<file path="src/rtl/adxl345_spi_reader.sv">
// rtl/adxl345_spi_reader.sv - ADXL345 SPI (mode 3) initialiser and X/Y/Z burst reader
//
// Purpose: after reset writes DATA_FORMAT (0x31 <= 0x0B) and POWER_CTL (0x2D <= 0x08),
//   then performs one 6-byte burst read from 0x32 per rising edge of sample_req seen in IDLE.
// Ports:
//   clk, rst                 system clock, synchronous active-high reset
//   sample_req               slow request strobe; rising edge starts a read (IDLE only)
//   spi_sclk/cs_n/mosi/miso  4-wire SPI, mode 3, MSB first; sclk idles high
//   accel_x/y/z              signed 16-bit axis samples {DATAn1,DATAn0}
//   data_valid               one-cycle pulse when accel_* update
//   busy                     high in every state except IDLE
//   init_done                sticky once both init writes are complete
// Configuration: define ACCEL_AVG4_EN to output a 4-sample moving average per axis
//   (one extra cycle of latency); undefined outputs raw samples.
module adxl345_spi_reader #(
  parameter int CLK_FREQ  = 50_000_000,
  parameter int SCLK_FREQ = 1_000_000
) (
  input  logic        clk,
  input  logic        rst,
  input  logic        sample_req,
  output logic        spi_sclk,
  output logic        spi_cs_n,
  output logic        spi_mosi,
  input  logic        spi_miso,
  output logic [15:0] accel_x,
  output logic [15:0] accel_y,
  output logic [15:0] accel_z,
  output logic        data_valid,
  output logic        busy,
  output logic        init_done
);

  localparam int HALF = CLK_FREQ / (2 * SCLK_FREQ);
  localparam int HW   = (HALF > 1) ? $clog2(HALF) : 1;
  localparam logic [HW-1:0] HC_LAST = HW'(HALF - 1);
  // Phase 0 is setup, phases 1..16*bytes are bit halves, the final phase is hold.
  localparam logic [6:0] WR_LAST = 7'd33;
  localparam logic [6:0] RD_LAST = 7'd113;

  typedef enum logic [2:0] {INIT_FMT, INIT_PWR, READ, GAP, IDLE} state_t;

  state_t        state, state_n;
  logic [HW-1:0] hc;
  logic [6:0]    ph;
  logic          act;        // cs_n has been asserted for the current transaction
  logic          req_q;
  logic          pwr_done;
  logic [47:0]   rx_sr;
  logic          req_edge, xfer, half_end, rd_done;
  logic [6:0]    last_ph;
  logic [7:0]    tx_byte;
  logic [15:0]   raw_x, raw_y, raw_z;

  assign req_edge = sample_req & ~req_q;
  assign xfer     = (state == INIT_FMT) || (state == INIT_PWR) || (state == READ);
  assign half_end = (hc == HC_LAST);
  assign last_ph  = (state == READ) ? RD_LAST : WR_LAST;
  assign busy     = (state != IDLE);
  assign rd_done  = (state == READ) && (state_n == GAP);

  // The shift register keeps only the last six bytes, so the command byte falls out.
  assign raw_x = {rx_sr[39:32], rx_sr[47:40]};
  assign raw_y = {rx_sr[23:16], rx_sr[31:24]};
  assign raw_z = {rx_sr[7:0],   rx_sr[15:8]};

  always_comb begin
    tx_byte = 8'h00;
    case (state)
      INIT_FMT: tx_byte = (ph[6:4] == 3'd0) ? 8'h31 : 8'h0B;
      INIT_PWR: tx_byte = (ph[6:4] == 3'd0) ? 8'h2D : 8'h08;
      READ:     tx_byte = (ph[6:4] == 3'd0) ? 8'hF2 : 8'h00;
      default:  tx_byte = 8'h00;
    endcase
  end

  always_ff @(posedge clk) begin
    if (rst) state <= INIT_FMT;
    else     state <= state_n;
  end

  always_comb begin
    state_n = state;
    case (state)
      INIT_FMT, INIT_PWR, READ:
        if (act && half_end && (ph == last_ph)) state_n = GAP;
      GAP:
        if (half_end && (ph == 7'd1)) state_n = pwr_done ? IDLE : INIT_PWR;
      IDLE:
        if (req_edge) state_n = READ;
      default: state_n = INIT_FMT;
    endcase
  end

  always_ff @(posedge clk) begin
    if (rst) begin
      req_q     <= 1'b0;
      hc        <= '0;
      ph        <= '0;
      act       <= 1'b0;
      pwr_done  <= 1'b0;
      init_done <= 1'b0;
      spi_sclk  <= 1'b1;
      spi_cs_n  <= 1'b1;
      spi_mosi  <= 1'b0;
      rx_sr     <= '0;
    end else begin
      req_q <= sample_req;

      if (state_n != state) begin
        hc  <= '0;
        ph  <= '0;
        act <= 1'b0;
      end else if (act || (state == GAP)) begin
        if (half_end) begin
          hc <= '0;
          ph <= ph + 7'd1;
        end else begin
          hc <= hc + HW'(1);
        end
      end

      if (xfer) begin
        if (!act) begin
          spi_cs_n <= 1'b0;
          act      <= 1'b1;
        end else if (half_end) begin
          if (ph == last_ph) begin
            spi_cs_n <= 1'b1;
            spi_mosi <= 1'b0;
          end else if (ph < (last_ph - 7'd1)) begin
            // Even phase ending -> falling sclk with new mosi; odd -> rising sclk, sample miso.
            if (!ph[0]) begin
              spi_sclk <= 1'b0;
              spi_mosi <= tx_byte[3'd7 - ph[3:1]];
            end else begin
              spi_sclk <= 1'b1;
              rx_sr    <= {rx_sr[46:0], spi_miso};
            end
          end
        end
      end

      if ((state == INIT_PWR) && (state_n == GAP)) pwr_done <= 1'b1;
      if ((state == GAP) && (state_n == IDLE))     init_done <= 1'b1;
    end
  end

`ifdef ACCEL_AVG4_EN
  logic [15:0] hist_x [4];
  logic [15:0] hist_y [4];
  logic [15:0] hist_z [4];
  logic        avg_pend;

  function automatic logic [15:0] avg4(input logic [15:0] a, input logic [15:0] b,
                                       input logic [15:0] c, input logic [15:0] d);
    logic [17:0] s;
    s = {{2{a[15]}}, a} + {{2{b[15]}}, b} + {{2{c[15]}}, c} + {{2{d[15]}}, d};
    return s[17:2];  // arithmetic >>> 2 of an 18-bit sum, rounds toward -inf
  endfunction

  always_ff @(posedge clk) begin
    if (rst) begin
      for (int i = 0; i < 4; i++) begin
        hist_x[i] <= '0;
        hist_y[i] <= '0;
        hist_z[i] <= '0;
      end
      avg_pend   <= 1'b0;
      data_valid <= 1'b0;
      accel_x    <= '0;
      accel_y    <= '0;
      accel_z    <= '0;
    end else begin
      avg_pend   <= rd_done;
      data_valid <= avg_pend;
      if (rd_done) begin
        hist_x[0] <= raw_x;
        hist_y[0] <= raw_y;
        hist_z[0] <= raw_z;
        for (int i = 1; i < 4; i++) begin
          hist_x[i] <= hist_x[i-1];
          hist_y[i] <= hist_y[i-1];
          hist_z[i] <= hist_z[i-1];
        end
      end
      if (avg_pend) begin
        accel_x <= avg4(hist_x[0], hist_x[1], hist_x[2], hist_x[3]);
        accel_y <= avg4(hist_y[0], hist_y[1], hist_y[2], hist_y[3]);
        accel_z <= avg4(hist_z[0], hist_z[1], hist_z[2], hist_z[3]);
      end
    end
  end
`else
  always_ff @(posedge clk) begin
    if (rst) begin
      data_valid <= 1'b0;
      accel_x    <= '0;
      accel_y    <= '0;
      accel_z    <= '0;
    end else begin
      data_valid <= rd_done;
      if (rd_done) begin
        accel_x <= raw_x;
        accel_y <= raw_y;
        accel_z <= raw_z;
      end
    end
  end
`endif

endmodule

</file>
<file path="config.mk">
export PLATFORM = sky130hd
export DESIGN_NAME = adxl345_spi_reader
export DESIGN_NICKNAME = d
export VERILOG_FILES = /design/src/rtl/adxl345_spi_reader.sv
export SDC_FILE = /design/constraint.sdc
export NUM_CORES = 1
export LEC_CHECK = 0
export BUFFER_PORTS_ARGS = -buffer_cell sky130_fd_sc_hd__buf_2
export CAP_MARGIN = 20
export CORE_MARGIN = 1.5
export CORE_UTILIZATION = 56
export DETAILED_ROUTE_END_ITERATION = 8
export PLACE_DENSITY = 0.8
export RECOVER_POWER = 100
export SLEW_MARGIN = 30
export SYNTH_ARGS = -nofsm -noshare
export SYNTH_HDL_FRONTEND = slang
export SYNTH_SLANG_ARGS = --single-unit
</file>
<file path="constraint.sdc">
create_clock -name clk -period 3 [get_ports clk]
set_input_delay 0.45 -clock clk [delete_from_list [all_inputs] [get_ports clk]]
set_output_delay 0.45 -clock clk [all_outputs]
set_load 0.005 [all_outputs]
</file>
==> impl_metrics.yaml <==
clock_network:
  cts-resized-gates: 0
  post_cts_buffers: 0
  hold_buffers: 0
  clkSinkCount: 119
  clk_latency_ns: 0.53
  htree_levels: 4
  cts_tree: "done"
  clockBufferDepth: 2
  cts_made_buffers: 17
  cts_root_buf: "clkbuf_8"
  path_clk_slew_ns: 0.06
sta:
  finalSetupViolations: 0
  rsz0062_at_grt: "no"
  slew_headroom_pct: -16.4
  drv_slew: 41
  worstMarginPinSlew_ns: 1.75
  skew_ns: 0.00753
  tns_ns: 0
  period_share_pct: 94.9
  min_period_ns: 2.85
  fmax_ghz: 0.351
  hold_ws_ns: 0.151
  finalHoldViolCount: 0
  setup_slack_ns: 0.154
synth:
  ys_seq_area_share_pct: 48.3
  netlist_instances: 590
  synthFlopType: "dfxtp_1"
  synth_top_area_share_pct: 48.3
  synthesis.nets: 600
  ys_top_cells_by_count: "dfxtp_1, nand2_1, a21oi_1"
  yosysTopAreaCell: "dfxtp_1"
  ys_ff_latch: 119
  post_synth.cell_area_avg_sq_um: 8.36
  synth_area_sq_um: 4930
  synth.most_common_cell: "dfxtp_1"
  yosysUniqueCellTypes: 56
  synth_enable_flop_cells: 0
  yosys-top-cells-area: "dfxtp_1, a21oi_1, nand2_1"
  synth_warnings: 0
  async_flop_share_pct: 0
floorplan:
  pin_count: 58
  start_util_pct: 57.1
  die_w_um: 96.9
  die_y_um: 96.9
  dieArea_sq_um: 9380
  coreArea_sq_um: 8640
  rows: 34
setup_path:
  cp.required_ns: 3.38
  r2r-start: "state[1]$_SDFF_PP0_"
  critical_path_arrival_ns: 3.23
  cp-start-kind: "flip-flop"
  reg2reg_slack_ns: 0.15
  critical_path_class: "flip-flop to flip-flop"
  cp_slowest_stage_delay_ns: 0.67
  cp_cell_sequence: "nand2b_1, or2_2, ha_1, and3_1, a211o_1, buf_4, o21ai_0, a21oi_1"
  slowest_stage: "dfxtp_1"
  worst-path-max-fanout: 32
  r2r-end: "rx_sr[31]$_SDFFE_PP0P_"
  cp-end-kind: "flip-flop"
  timing.reg2reg.worst_path_depth: 8
worst_hold_path:
  holdPathEnd: "req_q$_SDFF_PP0_"
  min_path_type: "primary input to flip-flop"
  hold_path_startpoint: "sample_req"
  hold_path_depth: 2
pwr:
  power_frac_comb_pct: 1.7
  ir_drop_v: 0.000386
  p_switching_uw: 808
  seqPwrFrac_pct: 42.9
  intPower_mw: 2.92
  p_total_mw: 3.73
  leakagePower_nw: 2.02
  power.density_nw_per_um2: 650
  power.clock.fraction_pct: 55.3
  switching_share_pct: 21.7
final_layout:
  nFillCells: 718
  area_growth_pct: 16.4
  fin_nets: 637
  num_antenna_cells: 0
  drive_gt1_share_pct: 15.3
  layout.cells.non_filler: 748
drt:
  drt_iter0_drc: 345
  wl_um: 11400
  ant_nets: 0
  post_drt_wl_per_cell_um: 15.2
  first_pass_iters: 5
  vias_per_cell: 5.99
  drcViolationCount: 0
  vias: 4477
global_routing:
  antenna_found_initial: 0
  grt_max_degree: 67
  grt_pass1_wl_um: 19100
  grt_use_total_pct: 24.6
  overflow: 0
  first_global_vias: 4080
place:
  gp_congestion: 0.809
  dp_cells: 716
  dp_hpwl_um: 6790
  preCtsSetupSlack_ns: 0.377
  port_buffers: 57
status:
  status: "finished, violations left"
  violations: "max-capacitance violations, max-slew violations"
job:
  cap_violations: 1
## area by class of cell
class	count	area, sq um	area share, %
Multi-Input combinational cell	408	2210	38.4
Tap cell	108	135	2.35
Clock inverter	13	169	2.94
Sequential cell	119	2380	41.5
Clock buffer	19	442	7.69
Timing Repair Buffer	71	369	6.43
Inverter	10	37.5	0.654
## through the flow
stage	utilization, %	area (sq um)
after floorplan	-	4930
after global placement	60.0	5180
after detailed placement	60.0	5180
after CTS	67.1	5790
after global routing	66.5	5740
final	66.5	5740
## how the worst max path moves through the flow
| stage | from | end | slack, ns | cells past startpoint |
|---|---|---|---|---|
| 3_5_place_dp | state[1]$_SDFF_PP0_ | rx_sr[42]$_SDFFE_PP0P_ | 0.38 | 8 |
| 2_1_floorplan | state[2]$_SDFF_PP0_ | rx_sr[37]$_SDFFE_PP0P_ | 0.50 | 11 |
| 6_report | state[1]$_SDFF_PP0_ | rx_sr[31]$_SDFFE_PP0P_ | 0.15 | 8 |
| 4_1_cts | state[1]$_SDFF_PP0_ | rx_sr[31]$_SDFFE_PP0P_ | 0.24 | 8 |
| 3_3_place_gp | state[1]$_SDFF_PP0_ | act$_SDFF_PP0_ | 0.50 | 8 |
| 5_1_grt | state[1]$_SDFF_PP0_ | accel_x[14]$_SDFFE_PP0P_ | 0.03 | 8 |
## power groups by stage
stage | clock, mW | combinational (mW) | sequential (mW)
after global routing | 2.15 | 0.0703 | 1.60
after global placement | 0 | 0.0610 | 1.64
final | 2.06 | 0.0635 | 1.60
after detailed placement | 0 | 0.0633 | 1.64
after floorplan | 0 | 0.0544 | 1.63
after CTS | 2.08 | 0.0638 | 1.60
## state kept, by name, indices dropped and copies added (netlist names), 3 cells and up
signal,flops
rx_sr,48
accel_x,16
accel_y,16
accel_z,16
ph,7
hc,5
state,3
## metal layers
layer | vias up | share of wire (%) | routed length, um | track usage [%]
met4 | 0 | 1.9 | 216 | 10.3
met2 | 181 | 48 | 5450 | 39.1
met5 | - | 0 | 0 | 0
met3 | 24 | 6.7 | 768 | 5.49
met1 | 2126 | 43 | 4950 | 32.5
li1 | 2146 | - | - | -
## cell families (layout without fill, tap and decap cells)
kind of cell / count (synthesis) / after routing / synth area share, %
simple gates: 205 / 205 / 20.3
compound gates: 186 / 186 / 21.4
flops: 119 / 119 / 48.3
buf+inv: 63 / 113 / 6.44
xor+xnor: 8 / 8 / 1.42
fa+ha+maj: 6 / 6 / 1.52
mux: 3 / 3 / 0.634
## critical path, delay by kind of cell (launching register included)
kind            cells  cell delay [ns]
simple gates        3             0.76
compound gates      3             0.72
flops               1             0.67
fa+ha+maj           1             0.30
buf+inv             1             0.23
## cell usage in the layout, fill, tap and decap left out, drive strengths merged, types with 4 or more instances in the layout
| cell | n |
|---|---|
| a211oi | 5 |
| clkbuf | 37 |
| nand2 | 107 |
| clkinv | 4 |
| o21ai | 53 |
| a21oi | 103 |
| xnor2 | 6 |
| nor3 | 12 |
| nand4 | 4 |
| nor2 | 5 |
| nor2b | 5 |
| clkinvlp | 4 |
| inv | 12 |
| nand3 | 52 |
| buf | 53 |
| ha | 6 |
| dfxtp | 119 |
(Power assumes the default switching activity.)
